$ cat src/rtl/xadc_pkg.sv
// Shared widths, defaults and state encoding for the serial ADC reader.
// Pure declarations with no logic and no latency of its own.
package xadc_pkg;
    localparam int ADC_DATA_W         = 8;
    localparam int XADC_CLK_DIV       = 4;
    localparam int XADC_FRAME_BITS    = 16;
    localparam int XADC_LEAD_BITS     = 3;
    localparam int XADC_QUIET_CYCLES  = 8;

    typedef enum logic [2:0] {
        IDLE,
        CS_SETUP,
        SHIFT,
        DONE,
        GAP
    } xadc_state_t;
endpackage

$ cat src/rtl/xadc_sclk_gen.sv
// Half-period counter producing the registered ADC serial clock plus rise/fall enables.
// Edges are CLK_DIV cycles apart while running; with no run request it idles high.
module xadc_sclk_gen #(
    parameter int CLK_DIV = 4
) (
    input  logic clk,
    input  logic rst_n,
    input  logic i_run,
    input  logic i_last,
    output logic o_sclk,
    output logic o_rise,
    output logic o_fall
);
    localparam int CW = (CLK_DIV > 1) ? $clog2(CLK_DIV) : 1;

    logic [CW-1:0] r_cnt;
    logic          r_sclk;
    logic          w_tc;

    assign w_tc   = i_run && (r_cnt == CW'(CLK_DIV - 1));
    assign o_rise = w_tc && !r_sclk;
    assign o_fall = w_tc && r_sclk;
    assign o_sclk = r_sclk;

    // On the final high half the terminal count still pulses o_fall, but sclk is parked high.
    always_ff @(posedge clk or negedge rst_n) begin
        if (!rst_n) begin
            r_cnt  <= '0;
            r_sclk <= 1'b1;
        end else if (!i_run) begin
            r_cnt  <= '0;
            r_sclk <= 1'b1;
        end else if (w_tc) begin
            r_cnt  <= '0;
            r_sclk <= !(r_sclk && !i_last);
        end else begin
            r_cnt  <= r_cnt + 1'b1;
        end
    end
endmodule

$ cat src/rtl/xadc_reader.sv
// Reads one MSB-first frame from an SPI-style ADC and strobes the sample out; valid 1+CLK_DIV*(2*FRAME_BITS+1) cycles after start.
// No backpressure: adc_valid is a one-cycle strobe, adc_data holds until the next frame.
module xadc_reader
    import xadc_pkg::*;
#(
    parameter int CLK_DIV      = XADC_CLK_DIV,
    parameter int FRAME_BITS   = XADC_FRAME_BITS,
    parameter int LEAD_BITS    = XADC_LEAD_BITS,
    parameter int DATA_W       = ADC_DATA_W,
    parameter int QUIET_CYCLES = XADC_QUIET_CYCLES
) (
    input  logic              clk,
    input  logic              rst_n,
    input  logic              enable,
    input  logic              adc_sdata,
    output logic              adc_sclk,
    output logic              adc_cs_n,
    output logic [DATA_W-1:0] adc_data,
    output logic              adc_valid,
    output logic              busy
);
    localparam int BC_W = $clog2(FRAME_BITS + 1);
    localparam int GC_W = (QUIET_CYCLES > 2) ? $clog2(QUIET_CYCLES) : 1;

    if (LEAD_BITS + DATA_W > FRAME_BITS) begin : g_bad_frame
        $error("xadc_reader: LEAD_BITS + DATA_W exceeds FRAME_BITS");
    end
    if (CLK_DIV < 2 || QUIET_CYCLES < 2 || DATA_W < 2) begin : g_bad_timing
        $error("xadc_reader: CLK_DIV, QUIET_CYCLES and DATA_W must be at least 2");
    end

    xadc_state_t       r_state;
    xadc_state_t       w_next_state;
    logic [BC_W-1:0]   r_bit_cnt;
    logic [GC_W-1:0]   r_gap_cnt;
    logic [DATA_W-1:0] r_shift;
    logic [DATA_W-1:0] r_data;
    logic              r_valid;
    logic              r_cs_n;
    logic              r_busy;
    logic              w_run;
    logic              w_last;
    logic              w_rise;
    logic              w_fall;
    logic              w_sclk;
    logic              w_in_window;

    xadc_sclk_gen #(
        .CLK_DIV (CLK_DIV)
    ) u_sclk_gen (
        .clk    (clk),
        .rst_n  (rst_n),
        .i_run  (w_run),
        .i_last (w_last),
        .o_sclk (w_sclk),
        .o_rise (w_rise),
        .o_fall (w_fall)
    );

    assign w_in_window = (r_bit_cnt >= BC_W'(LEAD_BITS)) &&
                         (r_bit_cnt <  BC_W'(LEAD_BITS + DATA_W));

    // DONE is the first quiet cycle, so GAP runs QUIET_CYCLES-1 cycles before IDLE may restart.
    always_comb begin
        w_next_state = r_state;
        w_run        = (r_state == CS_SETUP) || (r_state == SHIFT);
        w_last       = (r_state == SHIFT) && (r_bit_cnt == BC_W'(FRAME_BITS));
        case (r_state)
            IDLE:     if (enable) w_next_state = CS_SETUP;
            CS_SETUP: if (w_fall) w_next_state = SHIFT;
            SHIFT:    if (w_fall && w_last) w_next_state = DONE;
            DONE:     w_next_state = GAP;
            GAP:      if (r_gap_cnt == GC_W'(QUIET_CYCLES - 2)) w_next_state = IDLE;
            default:  w_next_state = IDLE;
        endcase
    end

    always_ff @(posedge clk or negedge rst_n) begin
        if (!rst_n) begin
            r_state   <= IDLE;
            r_bit_cnt <= '0;
            r_gap_cnt <= '0;
            r_shift   <= '0;
            r_data    <= '0;
            r_valid   <= 1'b0;
            r_cs_n    <= 1'b1;
            r_busy    <= 1'b0;
        end else begin
            r_state <= w_next_state;
            r_cs_n  <= !((w_next_state == CS_SETUP) || (w_next_state == SHIFT));
            r_busy  <= (w_next_state != IDLE);
            r_valid <= (w_next_state == DONE);
            if (w_next_state == DONE) begin
                r_data <= r_shift;
            end
            // Sample on the edge that drives sclk high; the ADC has had a full low half to settle.
            if (r_state == SHIFT) begin
                if (w_rise) begin
                    r_bit_cnt <= r_bit_cnt + 1'b1;
                    if (w_in_window) begin
                        r_shift <= {r_shift[DATA_W-2:0], adc_sdata};
                    end
                end
            end else begin
                r_bit_cnt <= '0;
            end
            if (r_state == GAP) begin
                r_gap_cnt <= r_gap_cnt + 1'b1;
            end else begin
                r_gap_cnt <= '0;
            end
        end
    end

    assign adc_sclk  = w_sclk;
    assign adc_cs_n  = r_cs_n;
    assign adc_data  = r_data;
    assign adc_valid = r_valid;
    assign busy      = r_busy;
endmodule
$ cat config.mk
export PLATFORM = sky130hd
export DESIGN_NAME = xadc_reader
export DESIGN_NICKNAME = d
export VERILOG_FILES = /design/src/rtl/xadc_pkg.sv /design/src/rtl/xadc_sclk_gen.sv /design/src/rtl/xadc_reader.sv
export SDC_FILE = /design/constraint.sdc
export NUM_CORES = 1
export LEC_CHECK = 0
export BUFFER_PORTS_ARGS = -buffer_cell sky130_fd_sc_hd__buf_4
export CORE_MARGIN = 3
export CORE_UTILIZATION = 48
export DETAILED_ROUTE_END_ITERATION = 7
export PLACE_DENSITY = 0.66
export SETUP_SLACK_MARGIN = 0.2
export SLEW_MARGIN = 10
export SYNTH_ARGS = -nofsm -noshare
export SYNTH_HDL_FRONTEND = slang
export SYNTH_SLANG_ARGS = --single-unit
$ cat constraint.sdc
create_clock -name clk -period 2.6 [get_ports clk]
set_clock_uncertainty 0.1 [all_clocks]
set_input_delay 0.39 -clock clk [delete_from_list [all_inputs] [get_ports clk]]
set_output_delay 0.39 -clock clk [all_outputs]
set_load 0.02 [all_outputs]
# Yosys cells after proc, flatten, opt, wreduce, memory -nomap -nowiden
# Index checks and enable logic that the tools add are counted.
[op_classes] add_sub_neg=3 order_cmp=2 n_eq_ne=12 mux=12 n_reduce_logical=16
[ops] cell="two-way mux 3 bit" n=5
[ops] cell="one-hot mux 3 bit (5 select lines)" n=1
[ops] cell="equality test 3 x 2 -> 1 bit (second input constant)" n=4
[ops] cell="two-way mux 5 bit" n=2
[ops] cell="logical AND 1 bit" n=7
[ops] cell="equality test 3 x 1 -> 1 bit (second input constant)" n=2
[ops] cell="equality test 3 bit (second input constant)" n=2
[ops] cell="adder 5 x 1 -> 5 bit (second input constant)" n=1
[ops] cell="equality test 5 bit (second input constant)" n=1
[ops] cell="greater-or-equal comparator 5 x 2 -> 1 bit (second input constant)" n=1
[ops] cell="< comparator 5 x 4 -> 1 bit (second input constant)" n=1
[ops] cell="zero test 1 bit" n=4
[ops] cell="two-way mux 2 bit" n=2
[ops] cell="adder 3 x 1 -> 3 bit (second input constant)" n=1
[ops] cell="zero test 3 bit" n=1
[ops] cell="AND reduction 3 bit" n=1
[ops] cell="nonzero test 3 bit" n=1
[ops] cell="adder 2 x 1 -> 2 bit (second input constant)" n=1
[ops] cell="equality test 2 bit (second input constant)" n=1
[ops] cell="logical OR 1 bit" n=2
[ops] cell="two-way mux 1 bit" n=2
[ops] cell="!= test 2 x 1 -> 1 bit (second input constant)" n=1
[ops] cell="!= test 2 bit (second input constant)" n=1
[word_totals] register_bits=33 input_bits=4 out_inout_bits=12

# Logic depth before layout (Yosys ltp)
[depth] depth_word=10 mapped_depth=8 depth_no_buf=6

# Cells and area by module
# From an unflattened synthesis, not the netlist that was laid out.
[hier_totals] hier_cells=142 hier_area_um2=1547.7
[by_module_without_submodules] module="xadc_reader" instances=1 cells_per_inst=130 area_each_um2=1405.1
[by_module_without_submodules] module="xadc_sclk_gen" instances=1 cells_per_inst=12 area_each_um2=142.6

# Worst setup path after synthesis
# No wires, ideal clock.
[synth_path] kind="reg-to-reg" from="register r_bit_cnt[0]" to="register r_data[1] (netlist: adc_data[1])" setup_ns=0.125 t_arrival_ns=1.899 required_ns=2.375 path_slack_ns=0.475 stages_incl_launch_ff=7 path_buffers=1 cell_sequence="dfrtp_1 inv_1 ha_1 or4bb_1 or3_1 buf_6 mux2_4"
[synth_between] elab_chain_cells=6
[synth_lines] element="start, declared" line="xadc_reader.sv:34" rtl="logic [BC_W-1:0] r_bit_cnt;"
[synth_lines] element="start signal, assigned" line="xadc_reader.sv:99" rtl="r_bit_cnt <= r_bit_cnt + 1'b1;"
[synth_lines] element="equality test 5 bit" line="xadc_reader.sv:67" rtl="w_last = (r_state == SHIFT) && (r_bit_cnt == BC_W'(FRAME_BITS));"
[synth_lines] element="logical AND 1 bit" line="xadc_reader.sv:67"
[synth_lines] element="logical AND 1 bit" line="xadc_reader.sv:71" rtl="SHIFT: if (w_fall && w_last) w_next_state = DONE;"
[synth_lines] element="two-way mux 3 bit" line="xadc_reader.sv:71"
[synth_lines] element="one-hot mux 3 bit (5 select lines)" line="xadc_reader.sv:68" rtl="case (r_state)"
[synth_lines] element="equality test 3 x 2 -> 1 bit" line="xadc_reader.sv:93" rtl="if (w_next_state == DONE) begin"
[synth_lines] element="end signal, assigned" line="xadc_reader.sv:94" rtl="r_data <= r_shift;"
[synth_lines] element="end, declared" line="xadc_reader.sv:37" rtl="logic [DATA_W-1:0] r_data;"
# No other way between the ends.
# A chain may end at the register's enable or synchronous reset.

# Worst setup path in the final report
[layout_path] from="register r_bit_cnt[0]" to="register r_data[7] (netlist: adc_data[7])"
# The elaborated chain is that of the path after synthesis.

==> results.md <==
* Syn nets at 161
* Clock Tree Root: clkbuf_4
* Pre-CTS setup slack at between 0.2 and 0.25 ns
* Most Crowded Layer GR: met2
* Clock H-tree levels at 2
* Post-synth cell types at 38
* Placed Area at ~0.0017 sq mm
* I/O Buffers at 15
* Core area at around 0.0031 sq mm
* GRT Total Usage at roughly 16%
* Largest net degree at the start of global routing at 34
* Drt wl/cell at 13.3 um
* Die width at around 64 um
* Synthesis Warnings at 0
* Antenna violations before repair at 0
* Rel. slew slack at around two thirds
* Final net count at ~180
* Seq. cell area at about 830 sq um
* Maximum vdd drop at 0.000264 V
* WP data required at approximately 2.7 ns
* Die area at between 0.004 and 0.005 sq mm
* Filler cells at just under 300
* Overall power at just over 0.8 mW
* R2r setup slk at roughly 0.39 ns
* GP Congestion at between 0.8 and 0.9
* Worst Setup SP: r_bit_cnt[0]
* Hold WC Path Type: input pin to flop
* Non-filler cells, final at ~220
* Post-route setup slack at 0.390 ns
* End of the critical path: adc_data[7]
* WP depth at 5
* #FFs+latches synth at 33
* Fin area at 0.00181 sq mm
* RSZ-0062 raised after global routing: false
* First-pass GRT wire length at 5200 um
* Clock Path Buffers at 2
* Via density at roughly 5.4
* CP peak stage delay at around 0.53 ns
* Vias in the first global route at 1191
* Initial Utilization at 51.5%
* Worst Path Max Fanout at 14
* Startpoint types: flop
* Met3 usage at approximately 5.5%
* Final hold vios at 0
* Critical path type: flop to flop
* Met1 GRT Util at approximately a fifth
* Measured slew at the worst slew-check pin at approximately 0.5 ns
* Drt pass-1 iters at 4
* Post-Route WL at between 2000 and 3000 um
* Area Overhead vs Synth at 13.3%
* Outcome: finished, final reports clean
* Minimum clock period at around 2.2 ns
* RR Endpoint: adc_data[7]
* P_leak at approximately 0.83 nW
* Die Height at ~64 um
* Nature of the critical path endpoint: flop
* CP max-delay cell: or4bb_1
* Cell Pwr Density at approximately 440 mW/mm^2
* Reg2Reg Depth at 5
* Fmax at approximately 450 MHz
* Share of cells above drive strength 1 at 23.1%
* R2R Path Start: r_bit_cnt[0]
* M2 GR Usage at roughly a quarter
* CTS tree: yes
* CTS buffer count at 5
* Worst path cell trace: inv_1, ha_1, or4bb_1, or3_4, mux2_4
* Via count at roughly 1200
* Multi-input gate area at roughly 670 sq um
* Buf/Inv on CP at 1
* Top delay family on crit path: simple AND/OR/NAND/NOR gates
* Clk_lat worst skew at between 0.3 and 0.4 ns
* Initial DRC count at 43
* Final period util at 85.0%
* Max-slew violations at 0
* Post-Syn Instances at between 150 and 200
* Max_cap viols at 0
* Num rows at 20
* Final Util at 58.3%
* Sequential element share of the synthesized area at about half
* Clk sink count at 33
* Routed Antenna Nets at 0
* Average size of a mapped cell at approximately 11 sq um
* N_diodes at 0
* Setup TNS at 0 ns
* Mapped cell area at ~0.0016 sq mm
* Drc violations at 0
* WP data arrival at approximately 2.3 ns
* Grt ovf at 0
* WHS at 0.216 ns
* CTS clock-pin slew for the worst setup and hold paths at around 0.10 ns
* Dpl cells at 208
* Final setup vio count at 0
* IO Count at 16
* Final HPWL from detailed placement at 2060 um
-- power by group --
group	internal, mW	switching [mW]	total (mW)
Combinational	0.00632	0.0123	0.0186
Sequential	0.515	0.00159	0.516
Clock	0.103	0.167	0.269
Total	0.624	0.180	0.804
-- layout make-up --
cell class,instances,area share (%)
inverter,11,2.28
timing repair buffer,21,8.85
clock inverter,2,0.553
tap,44,3.04
clock buffer,6,2.28
multi-input combinational,100,37.2
sequential,33,45.8
-- state kept, by name, indices dropped and copies added, names as in the netlist --
signal             cells
adc_data               8
r_shift                8
r_bit_cnt              5
r_gap_cnt              3
r_state                3
u_sclk_gen.r_cnt       2
adc_cs_n               1
adc_valid              1
busy                   1
u_sclk_gen.o_sclk      1
-- timing repair --
action / 4_1_cts / 5_1_grt
hold endpoints to repair: 31 / 0
hold buffers: 1 / 0
buffers inserted: 0 / 0
setup endpoints to repair: 0 / 3
gates resized for setup: 0 / 1
-- per-layer routing --
layer  up-vias  wire length [um]
li1        572                 -
met1       562              1330
met2        32              1340
met3         6               162
met4         0                46
met5         -                 0
-- cell usage in the layout, fill, tap and decap left out, types with 3 or more instances in the layout --
| master | instances |
|---|---|
| a221oi_1 | 6 |
| buf_4 | 20 |
| nor4_1 | 3 |
| nor2_1 | 19 |
| mux2_4 | 3 |
| xnor2_1 | 6 |
| inv_1 | 11 |
| nand2_1 | 9 |
| o21ai_1 | 5 |
| nand2b_1 | 5 |
| clkbuf_4 | 5 |
| o22ai_1 | 8 |
| dfrtp_1 | 31 |
| a21oi_1 | 4 |
| ha_1 | 5 |
| nand3_1 | 3 |
-- cells by family after synthesis --
| group | after synthesis | share of synthesized area [%] |
|---|---|---|
| AO/OA/AOI/OAI | 30 | 12.7 |
| XOR/XNOR | 6 | 3.29 |
| adder cells (fa/ha/maj) | 5 | 3.92 |
| buffers and inverters | 19 | 6.27 |
| flip-flops | 33 | 51.9 |
| multiplexers | 6 | 4.86 |
| AND/OR/NAND/NOR | 53 | 17.1 |
-- cell usage after synthesis, drive strengths merged --
| master | instances | area, sq um |
|---|---|---|
| a221oi | 6 | 52.6 |
| nor4 | 3 | 18.8 |
| or2 | 2 | 12.5 |
| o21ai | 7 | 35.0 |
| a21oi | 5 | 28.8 |
| buf | 5 | 46.3 |
| or3b | 3 | 26.3 |
| a211oi | 2 | 20.0 |
| nor3b | 1 | 7.51 |
| nand3 | 3 | 15.0 |
| inv | 11 | 41.3 |
| or3 | 2 | 12.5 |
| nor3 | 2 | 10.0 |
| mux2i | 1 | 10.0 |
| nor2 | 19 | 71.3 |
| dfrtp | 31 | 776 |
| nand2b | 5 | 31.3 |
| a211o | 1 | 8.76 |
| xnor2 | 6 | 52.6 |
| nand2 | 9 | 33.8 |
| mux2 | 5 | 67.6 |
| ha | 5 | 62.6 |
| nand3b | 1 | 7.51 |
| o22ai | 8 | 50.1 |
| dfstp | 2 | 52.6 |
| a21o | 1 | 7.51 |
| or4bb | 1 | 11.3 |
| nor4b | 1 | 8.76 |
| and2 | 1 | 6.26 |
| clkbuf | 3 | 12.5 |
-- worst min path at each step --
stage               startpoint          end  depth (start not counted)
floorplan                rst_n  adc_data[0]                          0
global placement         rst_n  adc_data[6]                          1
detailed placement       rst_n  adc_data[2]                          1
CTS                  adc_sdata   r_shift[0]                          3
global route         adc_sdata   r_shift[0]                          3
finish               adc_sdata   r_shift[0]                          3
-- tightest hold or removal path, stage by stage --
cell      delay, ns
buf_4          0.11
inv_1          0.04
a221oi_1       0.07
Power figures use the tool's default switching activity.
